File: src/rtl/fp_mult_pkg.sv
// ============================================================================
// fp_mult_pkg : bus addresses, status codes and FSM states shared by the
//               bfloat16 multiplier sequencer
// Rev 1.0
// ============================================================================
`default_nettype none

package fp_mult_pkg;

   localparam logic [2:0]  ADDR_OP1    = 3'd0;
   localparam logic [2:0]  ADDR_OP2    = 3'd1;
   localparam logic [2:0]  ADDR_S      = 3'd2;
   localparam logic [2:0]  ADDR_RESULT = 3'd3;
   localparam logic [2:0]  ADDR_STATUS = 3'd4;

   localparam logic [15:0] QNAN16      = 16'h7FC0;
   localparam logic [15:0] START_CMD   = 16'h0001;

   typedef enum logic [2:0] {
      ST_OK      = 3'd0,
      ST_OVF     = 3'd1,
      ST_UNF     = 3'd2,
      ST_ZERO    = 3'd3,
      ST_NAN     = 3'd4,
      ST_TIMEOUT = 3'd7
   } fp_status_e;

   typedef enum logic [2:0] {
      S_IDLE     = 3'd0,
      S_WR_OP1   = 3'd1,
      S_WR_OP2   = 3'd2,
      S_WR_START = 3'd3,
      S_RD_RES   = 3'd4,
      S_RD_STAT  = 3'd5,
      S_OUT      = 3'd6
   } seq_state_e;

   // States in which a request is outstanding on the Avalon bus
   function automatic logic is_bus_phase(input seq_state_e s);
      return (s == S_WR_OP1) || (s == S_WR_OP2) || (s == S_WR_START) ||
             (s == S_RD_RES) || (s == S_RD_STAT);
   endfunction

endpackage

`default_nettype wire

File: src/rtl/fp_mult_seq_master_wait_watchdog.sv
// ============================================================================
// wait_watchdog : counts consecutive stalled bus cycles and flags the cycle
//                 in which the stall budget runs out
// Rev 1.0
// ============================================================================
`default_nettype none

module wait_watchdog #(
   parameter int TIMEOUT_CYCLES = 64
) (
   input  logic clk,
   input  logic reset,
   input  logic clear,
   input  logic tick,
   output logic expired
);

   localparam int            CW   = $clog2(TIMEOUT_CYCLES);
   localparam logic [CW-1:0] LAST = CW'(TIMEOUT_CYCLES - 1);

   logic [CW-1:0] cnt_q;
   logic [CW-1:0] cnt_d;

   // Fires during the last permitted stall cycle, so the caller can drop
   // its request on the following edge.
   assign expired = tick && (cnt_q == LAST);

   always_comb begin
      cnt_d = cnt_q;
      if (clear || expired) begin
         cnt_d = '0;
      end else if (tick) begin
         cnt_d = cnt_q + CW'(1);
      end
   end

   always_ff @(posedge clk or posedge reset) begin
      if (reset) begin
         cnt_q <= '0;
      end else begin
         cnt_q <= cnt_d;
      end
   end

endmodule

`default_nettype wire

File: src/rtl/fp_mult_seq_master.sv
// ============================================================================
// fp_mult_seq_master : Avalon-MM master that runs one bfloat16 multiply per
//                      accepted operand pair and streams out {result,status}
// Rev 1.0
// ============================================================================
`default_nettype none

module fp_mult_seq_master
   import fp_mult_pkg::*;
#(
   parameter int TIMEOUT_CYCLES = 64,
   parameter int CNT_W          = 16
) (
   input  logic             clk,
   input  logic             reset,
   input  logic             in_valid,
   output logic             in_ready,
   input  logic [15:0]      in_a,
   input  logic [15:0]      in_b,
   output logic             out_valid,
   input  logic             out_ready,
   output logic [15:0]      out_result,
   output logic [2:0]       out_status,
   output logic [2:0]       avm_address,
   output logic             avm_read,
   output logic             avm_write,
   output logic [15:0]      avm_writedata,
   input  logic [15:0]      avm_readdata,
   input  logic             avm_waitrequest,
   output logic             busy,
   output logic [CNT_W-1:0] ops_done
);

   seq_state_e       state_q,     state_d;
   logic [15:0]      b_q,         b_d;
   logic [2:0]       addr_q,      addr_d;
   logic             rd_q,        rd_d;
   logic             wr_q,        wr_d;
   logic [15:0]      wdata_q,     wdata_d;
   logic             ovalid_q,    ovalid_d;
   logic [15:0]      result_q,    result_d;
   logic [2:0]       status_q,    status_d;
   logic [CNT_W-1:0] ops_q,       ops_d;

   logic bus_phase;
   logic wd_tick;
   logic wd_clear;
   logic wd_expired;

   assign bus_phase = is_bus_phase(state_q);
   assign wd_tick   = bus_phase && avm_waitrequest;
   assign wd_clear  = !bus_phase || !avm_waitrequest;

   wait_watchdog #(
      .TIMEOUT_CYCLES (TIMEOUT_CYCLES)
   ) u_watchdog (
      .clk     (clk),
      .reset   (reset),
      .clear   (wd_clear),
      .tick    (wd_tick),
      .expired (wd_expired)
   );

   always_comb begin
      state_d  = state_q;
      b_d      = b_q;
      addr_d   = addr_q;
      rd_d     = rd_q;
      wr_d     = wr_q;
      wdata_d  = wdata_q;
      ovalid_d = ovalid_q;
      result_d = result_q;
      status_d = status_q;
      ops_d    = ops_q;

      // Each phase preloads the next phase's request so the bus signals
      // come straight from flops and stay put while the slave stalls.
      case (state_q)
         S_IDLE: begin
            if (in_valid) begin
               b_d     = in_b;
               wr_d    = 1'b1;
               addr_d  = ADDR_OP1;
               wdata_d = in_a;
               state_d = S_WR_OP1;
            end
         end
         S_WR_OP1: begin
            if (!avm_waitrequest) begin
               addr_d  = ADDR_OP2;
               wdata_d = b_q;
               state_d = S_WR_OP2;
            end
         end
         S_WR_OP2: begin
            if (!avm_waitrequest) begin
               addr_d  = ADDR_S;
               wdata_d = START_CMD;
               state_d = S_WR_START;
            end
         end
         S_WR_START: begin
            if (!avm_waitrequest) begin
               wr_d    = 1'b0;
               rd_d    = 1'b1;
               addr_d  = ADDR_RESULT;
               state_d = S_RD_RES;
            end
         end
         S_RD_RES: begin
            if (!avm_waitrequest) begin
               result_d = avm_readdata;
               addr_d   = ADDR_STATUS;
               state_d  = S_RD_STAT;
            end
         end
         S_RD_STAT: begin
            if (!avm_waitrequest) begin
               status_d = avm_readdata[2:0];
               rd_d     = 1'b0;
               ovalid_d = 1'b1;
               state_d  = S_OUT;
            end
         end
         S_OUT: begin
            if (out_ready) begin
               ovalid_d = 1'b0;
               ops_d    = ops_q + CNT_W'(1);
               state_d  = S_IDLE;
            end
         end
         default: state_d = S_IDLE;
      endcase

      // A stalled slave ends the operation with a quiet-NaN tagged result
      if (bus_phase && wd_expired) begin
         rd_d     = 1'b0;
         wr_d     = 1'b0;
         result_d = QNAN16;
         status_d = ST_TIMEOUT;
         ovalid_d = 1'b1;
         state_d  = S_OUT;
      end
   end

   always_ff @(posedge clk or posedge reset) begin
      if (reset) begin
         state_q  <= S_IDLE;
         b_q      <= '0;
         addr_q   <= '0;
         rd_q     <= 1'b0;
         wr_q     <= 1'b0;
         wdata_q  <= '0;
         ovalid_q <= 1'b0;
         result_q <= '0;
         status_q <= '0;
         ops_q    <= '0;
      end else begin
         state_q  <= state_d;
         b_q      <= b_d;
         addr_q   <= addr_d;
         rd_q     <= rd_d;
         wr_q     <= wr_d;
         wdata_q  <= wdata_d;
         ovalid_q <= ovalid_d;
         result_q <= result_d;
         status_q <= status_d;
         ops_q    <= ops_d;
      end
   end

   assign in_ready      = !reset && (state_q == S_IDLE);
   assign busy          = (state_q != S_IDLE);
   assign avm_address   = addr_q;
   assign avm_read      = rd_q;
   assign avm_write     = wr_q;
   assign avm_writedata = wdata_q;
   assign out_valid     = ovalid_q;
   assign out_result    = result_q;
   assign out_status    = status_q;
   assign ops_done      = ops_q;

endmodule

`default_nettype wire

File: config.mk
export PLATFORM = sky130hd
export DESIGN_NAME = fp_mult_seq_master
export DESIGN_NICKNAME = d
export VERILOG_FILES = /design/src/rtl/fp_mult_pkg.sv /design/src/rtl/fp_mult_seq_master_wait_watchdog.sv /design/src/rtl/fp_mult_seq_master.sv
export SDC_FILE = /design/constraint.sdc
export NUM_CORES = 1
export LEC_CHECK = 0
export ABC_AREA = 1
export CAP_MARGIN = 20
export CORE_MARGIN = 10
export CORE_UTILIZATION = 48
export DETAILED_ROUTE_END_ITERATION = 7
export GPL_TIMING_DRIVEN = 0
export HOLD_SLACK_MARGIN = 0.06
export PLACE_DENSITY = 0.8
export SLEW_MARGIN = 25
export SYNTH_ARGS = -nofsm -noshare
export SYNTH_HDL_FRONTEND = slang
export SYNTH_SLANG_ARGS = --single-unit
File: constraint.sdc
create_clock -name clk -period 3.8 [get_ports clk]
set_input_delay 0.76 -clock clk [delete_from_list [all_inputs] [get_ports clk]]
set_output_delay 0.76 -clock clk [all_outputs]
set_load 0.02 [all_outputs]
=== After elaboration in Yosys (flattened, before gate mapping) ===
Cells that the tools add are included.

* Input bits: 53
* Register bits: 82
* Output and inout bits: 59

* $add $sub $neg: 2
* Multiplexer cells: 34
* Reductions and logical operators: 33
* Equal/unequal tests: 20

{| class="wikitable"
|+ Operators by type and width
! operator !! number
|-
| $mux W16 || 6
|-
| $pmux W16 S3 || 1
|-
| $mux W3 || 13
|-
| $pmux W3 S7 || 1
|-
| $add A16 B1 Y16 const B || 1
|-
| $ne A3 B2 Y1 const B || 5
|-
| $pmux W3 S5 || 1
|-
| $reduce_bool A3 Y1 || 5
|-
| $mux W6 || 2
|-
| $ne A2 B2 Y1 const B || 5
|-
| $eq A3 B3 Y1 const B || 3
|-
| $reduce_and A3 Y1 || 3
|-
| $reduce_and A2 Y1 || 4
|-
| $mux W1 || 7
|-
| $reduce_and A7 Y1 || 1
|-
| $add A6 B1 Y6 const B || 1
|-
| $eq A3 B2 Y1 const B || 2
|-
| $eq A6 B6 Y1 const B || 1
|-
| $logic_or A1 B1 Y1 || 6
|-
| $ne A3 B3 Y1 const B || 2
|-
| $pmux W1 S2 || 3
|-
| $reduce_and A6 Y1 || 1
|-
| $reduce_bool A2 Y1 || 3
|-
| $reduce_bool A5 Y1 || 1
|-
| 6 further kinds || 11
|}

=== Logic depth before layout (Yosys ltp) ===
* Depth in word-level cells: 10
* Gate-level depth with buffers: 10
* Depth with buffers taken out: 9

=== By module ===
From an unflattened synthesis, not the netlist that was laid out.

* Cells, all modules: 507
* Area total of the unflattened synthesis: 4043.9 um^2

{| class="wikitable"
|+ Modules (own cells, without submodules)
! module !! cells an instance !! times used !! area an instance (um^2)
|-
| fp_mult_seq_master || 463 || 1 || 3671.0
|-
| wait_watchdog || 44 || 1 || 372.9
|}

=== Worst setup path after synthesis ===
OpenSTA, ideal clock, no wires.

* Path kind: register -> output
* Start point: register state_q[2]
* End point: output port in_ready
* Data required time: 3040 ps
* Stages on the path, launching flop included: 5
* Path slack: 1927 ps
* Arrival time: 1113 ps
* Path buffers: 1
* Cells stage by stage: dfrtp_1 buf_2 inv_1 nand2_4 nor2_1

* Longest elaborated chain between the ends: 2

{| class="wikitable"
|+ RTL lines
! what !! line !! text
|-
| start, declared || fp_mult_seq_master.sv:34 || <nowiki>seq_state_e state_q, state_d;</nowiki>
|-
| start signal, assigned || fp_mult_seq_master.sv:159 || <nowiki>state_q <= state_d;</nowiki>
|-
| $logic_not A3 Y1 || fp_mult_seq_master.sv:172 || <nowiki>assign in_ready = !reset && (state_q == S_IDLE);</nowiki>
|-
| $logic_and A1 B1 Y1 || fp_mult_seq_master.sv:172 ||
|-
| end, declared || fp_mult_seq_master.sv:17 || <nowiki>output logic in_ready,</nowiki>
|}

No other way between the ends.

=== Worst setup path after layout ===
* Start point: input port reset
* End point: output port in_ready

* Longest elaborated chain between the ends: 2

{| class="wikitable"
|+ RTL lines
! what !! line !! text
|-
| start, declared || fp_mult_seq_master.sv:15 || <nowiki>input logic reset,</nowiki>
|-
| $logic_not A1 Y1 (no line) || -- ||
|-
| $logic_and A1 B1 Y1 || fp_mult_seq_master.sv:172 ||
|}

No other way between the ends.

==> key figures <==
Clock network
  – Clock Sinks: 82
  – CTS tree: done
  – Num CTS Buffers: 9
  – Post-CTS setup buffers: 0
  – Hold Buf Count CTS: 0
  – Clock Path Buffers: 2
  – Clock transition at the registers of the reported paths: around 0.080 ns
  – # resized after CTS: 0
  – Worst-skew pair later-pin latency: around 0.35 ns
  – H-tree lvl count: 3
  – CTS root buffer: clkbuf_8

Worst setup path
  – CP bufs+invs: 2
  – WP data required: 3.04 ns
  – CP most frequent cell: clkdlybuf4s50_1
  – Crit-path slowest cell: clkdlybuf4s50_1
  – Slowest stage delay, CP: ~0.63 ns
  – Critical path's top delay family: buffers and inverters
  – CP Max Fanout: 2
  – Kind of critical path: in -> out
  – Startpoint types: input pin
  – Crit path capture type: output port
  – Crit-path cells: clkdlybuf4s50_1, nor2_1, clkdlybuf4s50_1
  – Critical path arrival: just under 2 ns

Logic synthesis
  – Syn Nets: approximately 540
  – Syn Area/Cell: ~8.3 µm²
  – Post-synthesis register bit count: 82
  – Synth unique cells: 31
  – Sequential area share after synthesis: 0.509
  – Post-Synthesis Cells: 487
  – Synth warnings: 0
  – Cell Area, Synth: between 0.004 and 0.005 mm²

Cells and area
  – # nets final: between 600 and 700
  – Post-route cell area: roughly 0.0055 mm²
  – Layout cells sized above 1: 0.0945
  – Area grow syn2layout: 35.6%
  – Diodes inserted: 0

Global routing
  – Vias in the first global route: 3505
  – Antenna violations before repair: 0
  – Total GRT Usage: 0.166
  – Total grt overflow: 0
  – First-pass GRT wire length: approximately 17 mm
  – Largest net degree at the start of global routing: 49

Placement
  – Detailed-placement wirelength estimate: between 8 and 9 mm
  – Placed instance area: approximately 0.0053 mm²
  – Pre-CTS WS: 1.06 ns
  – IO Port Bufs: 110
  – Gpl congestion: 0.877

STA
  – Final WS setup: 1.06 ns
  – Final setup viols: 0
  – Slew headroom: 0.703
  – Fin. Hold Viols: 0
  – Final Critical Period: between 2 and 3 ns
  – Unrepaired setup endpoints after global routing: false
  – Fmax achieved: ~370 MHz
  – Max Slew Vio Count: 0
  – Setup TNS: 0 ns
  – Max Clock Skew: a little over 0.01 ns
  – Fin crit share: 0.721
  – Tightest Pin Transition: 0.445 ns

Detailed routing
  – Drt total wl: 10.5 mm
  – Wl on met1: about 4.4 mm
  – First-pass detailed-route iteration total: 4
  – Met3 routed WL: ~570 µm
  – Via count: roughly 3500
  – Wire per inst: 14.5 µm
  – Detail Route Antenna Nets: 0
  – Routed wl met2: around 5.3 mm
  – DR DRC count: 0
  – Routed vias/inst: 4.83
  – Top sig layer: met4
  – Initial DRC count: 138

Power and ir drop
  – Pwr Total: about 4.1 mW
  – Max VDD drop: roughly 0.00039 V
  – Leakage: 2.70 nW
  – PD cells: about 750 mW/mm²

Floorplan
  – Die W: roughly 110 µm
  – Die height: about 110 µm
  – Initial core utilization: 0.491
  – Die area: 0.0125 mm²
  – Core area: between 0.008 and 0.009 mm²
  – Row count: 33
  – IO Count: between 100 and 150

Min path
  – Hold Path Class: reg -> reg

Flow run
  – Max-cap check violation count: 0

Status
  – Status: finished, final reports clean
[state kept, by name, summed over array words and instances, names as in the netlist]
register / flops
state_q: 3
u_watchdog.cnt_q: 6
avm_write: 1
b_q: 16
out_status: 3
avm_read: 1
out_result: 16
avm_writedata: 16
avm_address: 3
out_valid: 1
ops_done: 16
[power breakdown]
group          internal [mW]  leakage, nW  switching [mW]
clock                  0.242       0.0864           0.339
sequential              1.22         1.01           0.202
combinational          0.902         1.60            1.17
total                   2.36         2.70            1.71
[cell usage after synthesis]
library cell / instances / area, µm²
a21oi_1: 18 / 90.1
and3_1: 1 / 6.26
buf_2: 6 / 30.0
buf_4: 3 / 22.5
buf_6: 5 / 56.3
clkbuf_1: 1 / 3.75
dfrtp_1: 82 / 2050
ha_1: 2 / 25.0
inv_1: 75 / 282
inv_2: 3 / 11.3
mux2_2: 2 / 22.5
nand2_1: 110 / 413
nand2_2: 5 / 31.3
nand2_4: 3 / 33.8
nand3_1: 49 / 245
nand3_2: 2 / 20.0
nand3b_1: 2 / 15.0
nand4_1: 3 / 18.8
nor2_1: 38 / 143
nor2_2: 3 / 18.8
nor2_4: 5 / 56.3
nor3_1: 3 / 15.0
nor3_4: 1 / 16.3
nor3b_1: 1 / 7.51
o21a_1: 7 / 52.6
o21ai_0: 27 / 135
o21ai_1: 13 / 65.1
o21ai_2: 2 / 17.5
o31ai_1: 1 / 7.51
xnor2_1: 2 / 17.5
xor2_1: 12 / 105
[layer usage]
metal  vias to the layer above  global-route usage
met5                         -                   0
met4                         0              0.0591
met3                        10              0.0392
met2                        82               0.289
met1                      1613               0.196
li1                       1770                   -
[cell usage in the layout, fill, tap and decap left out, types with 7 or more instances in the layout]
cell type,instances
dfrtp_1,82
o21a_1,7
xor2_1,12
inv_1,74
nand3_1,49
nand2_1,110
a21oi_1,18
nor2_1,38
o21ai_0,27
o21ai_1,13
clkdlybuf4s50_1,110
clkbuf_8,9
[per-stage QoR]
step                hold WS, ns  utilization  instances
floorplan                 0.433            -        487
global placement          0.450        0.641        702
detailed placement        0.462        0.645        703
CTS                       0.478        0.666        719
global route              0.510        0.666        719
finish                    0.472        0.666        719
[kinds of logic after synthesis]
family / Yosys count / share of synthesized area
simple gates: 226 / 0.258
buf+inv: 93 / 0.100
flops: 82 / 0.509
compound gates: 68 / 0.0912
xor+xnor: 14 / 0.0304
mux: 2 / 0.00558
fa+ha+maj: 2 / 0.00620
[layout make-up]
| cell class | count | area, µm² |
|---|---|---|
| multi-input cells | 312 | 1580 |
| plain buffers | 15 | 113 |
| clock inverters | 7 | 51.3 |
| inverters | 78 | 295 |
| repair buffers | 111 | 1130 |
| clock buffers | 9 | 124 |
| fillers | 673 | 2740 |
| flip-flops and latches | 82 | 2050 |
| well taps | 105 | 131 |
[final timing paths]
path,start,to,slack [ns],depth (start not counted)
worst max register to register,state_q[1],out_result[1],2.10,7
max in group asynchronous,reset,ops_done[0],2.42,3
worst min-delay path,u_watchdog.cnt_q[0],u_watchdog.cnt_q[0],0.47,1
worst min register to register,u_watchdog.cnt_q[0],u_watchdog.cnt_q[0],0.47,1
worst max-delay path,reset,in_ready,1.06,3
min in group asynchronous,reset,out_result[3],0.79,2
Note: power is estimated with default switching activity, not from simulation.
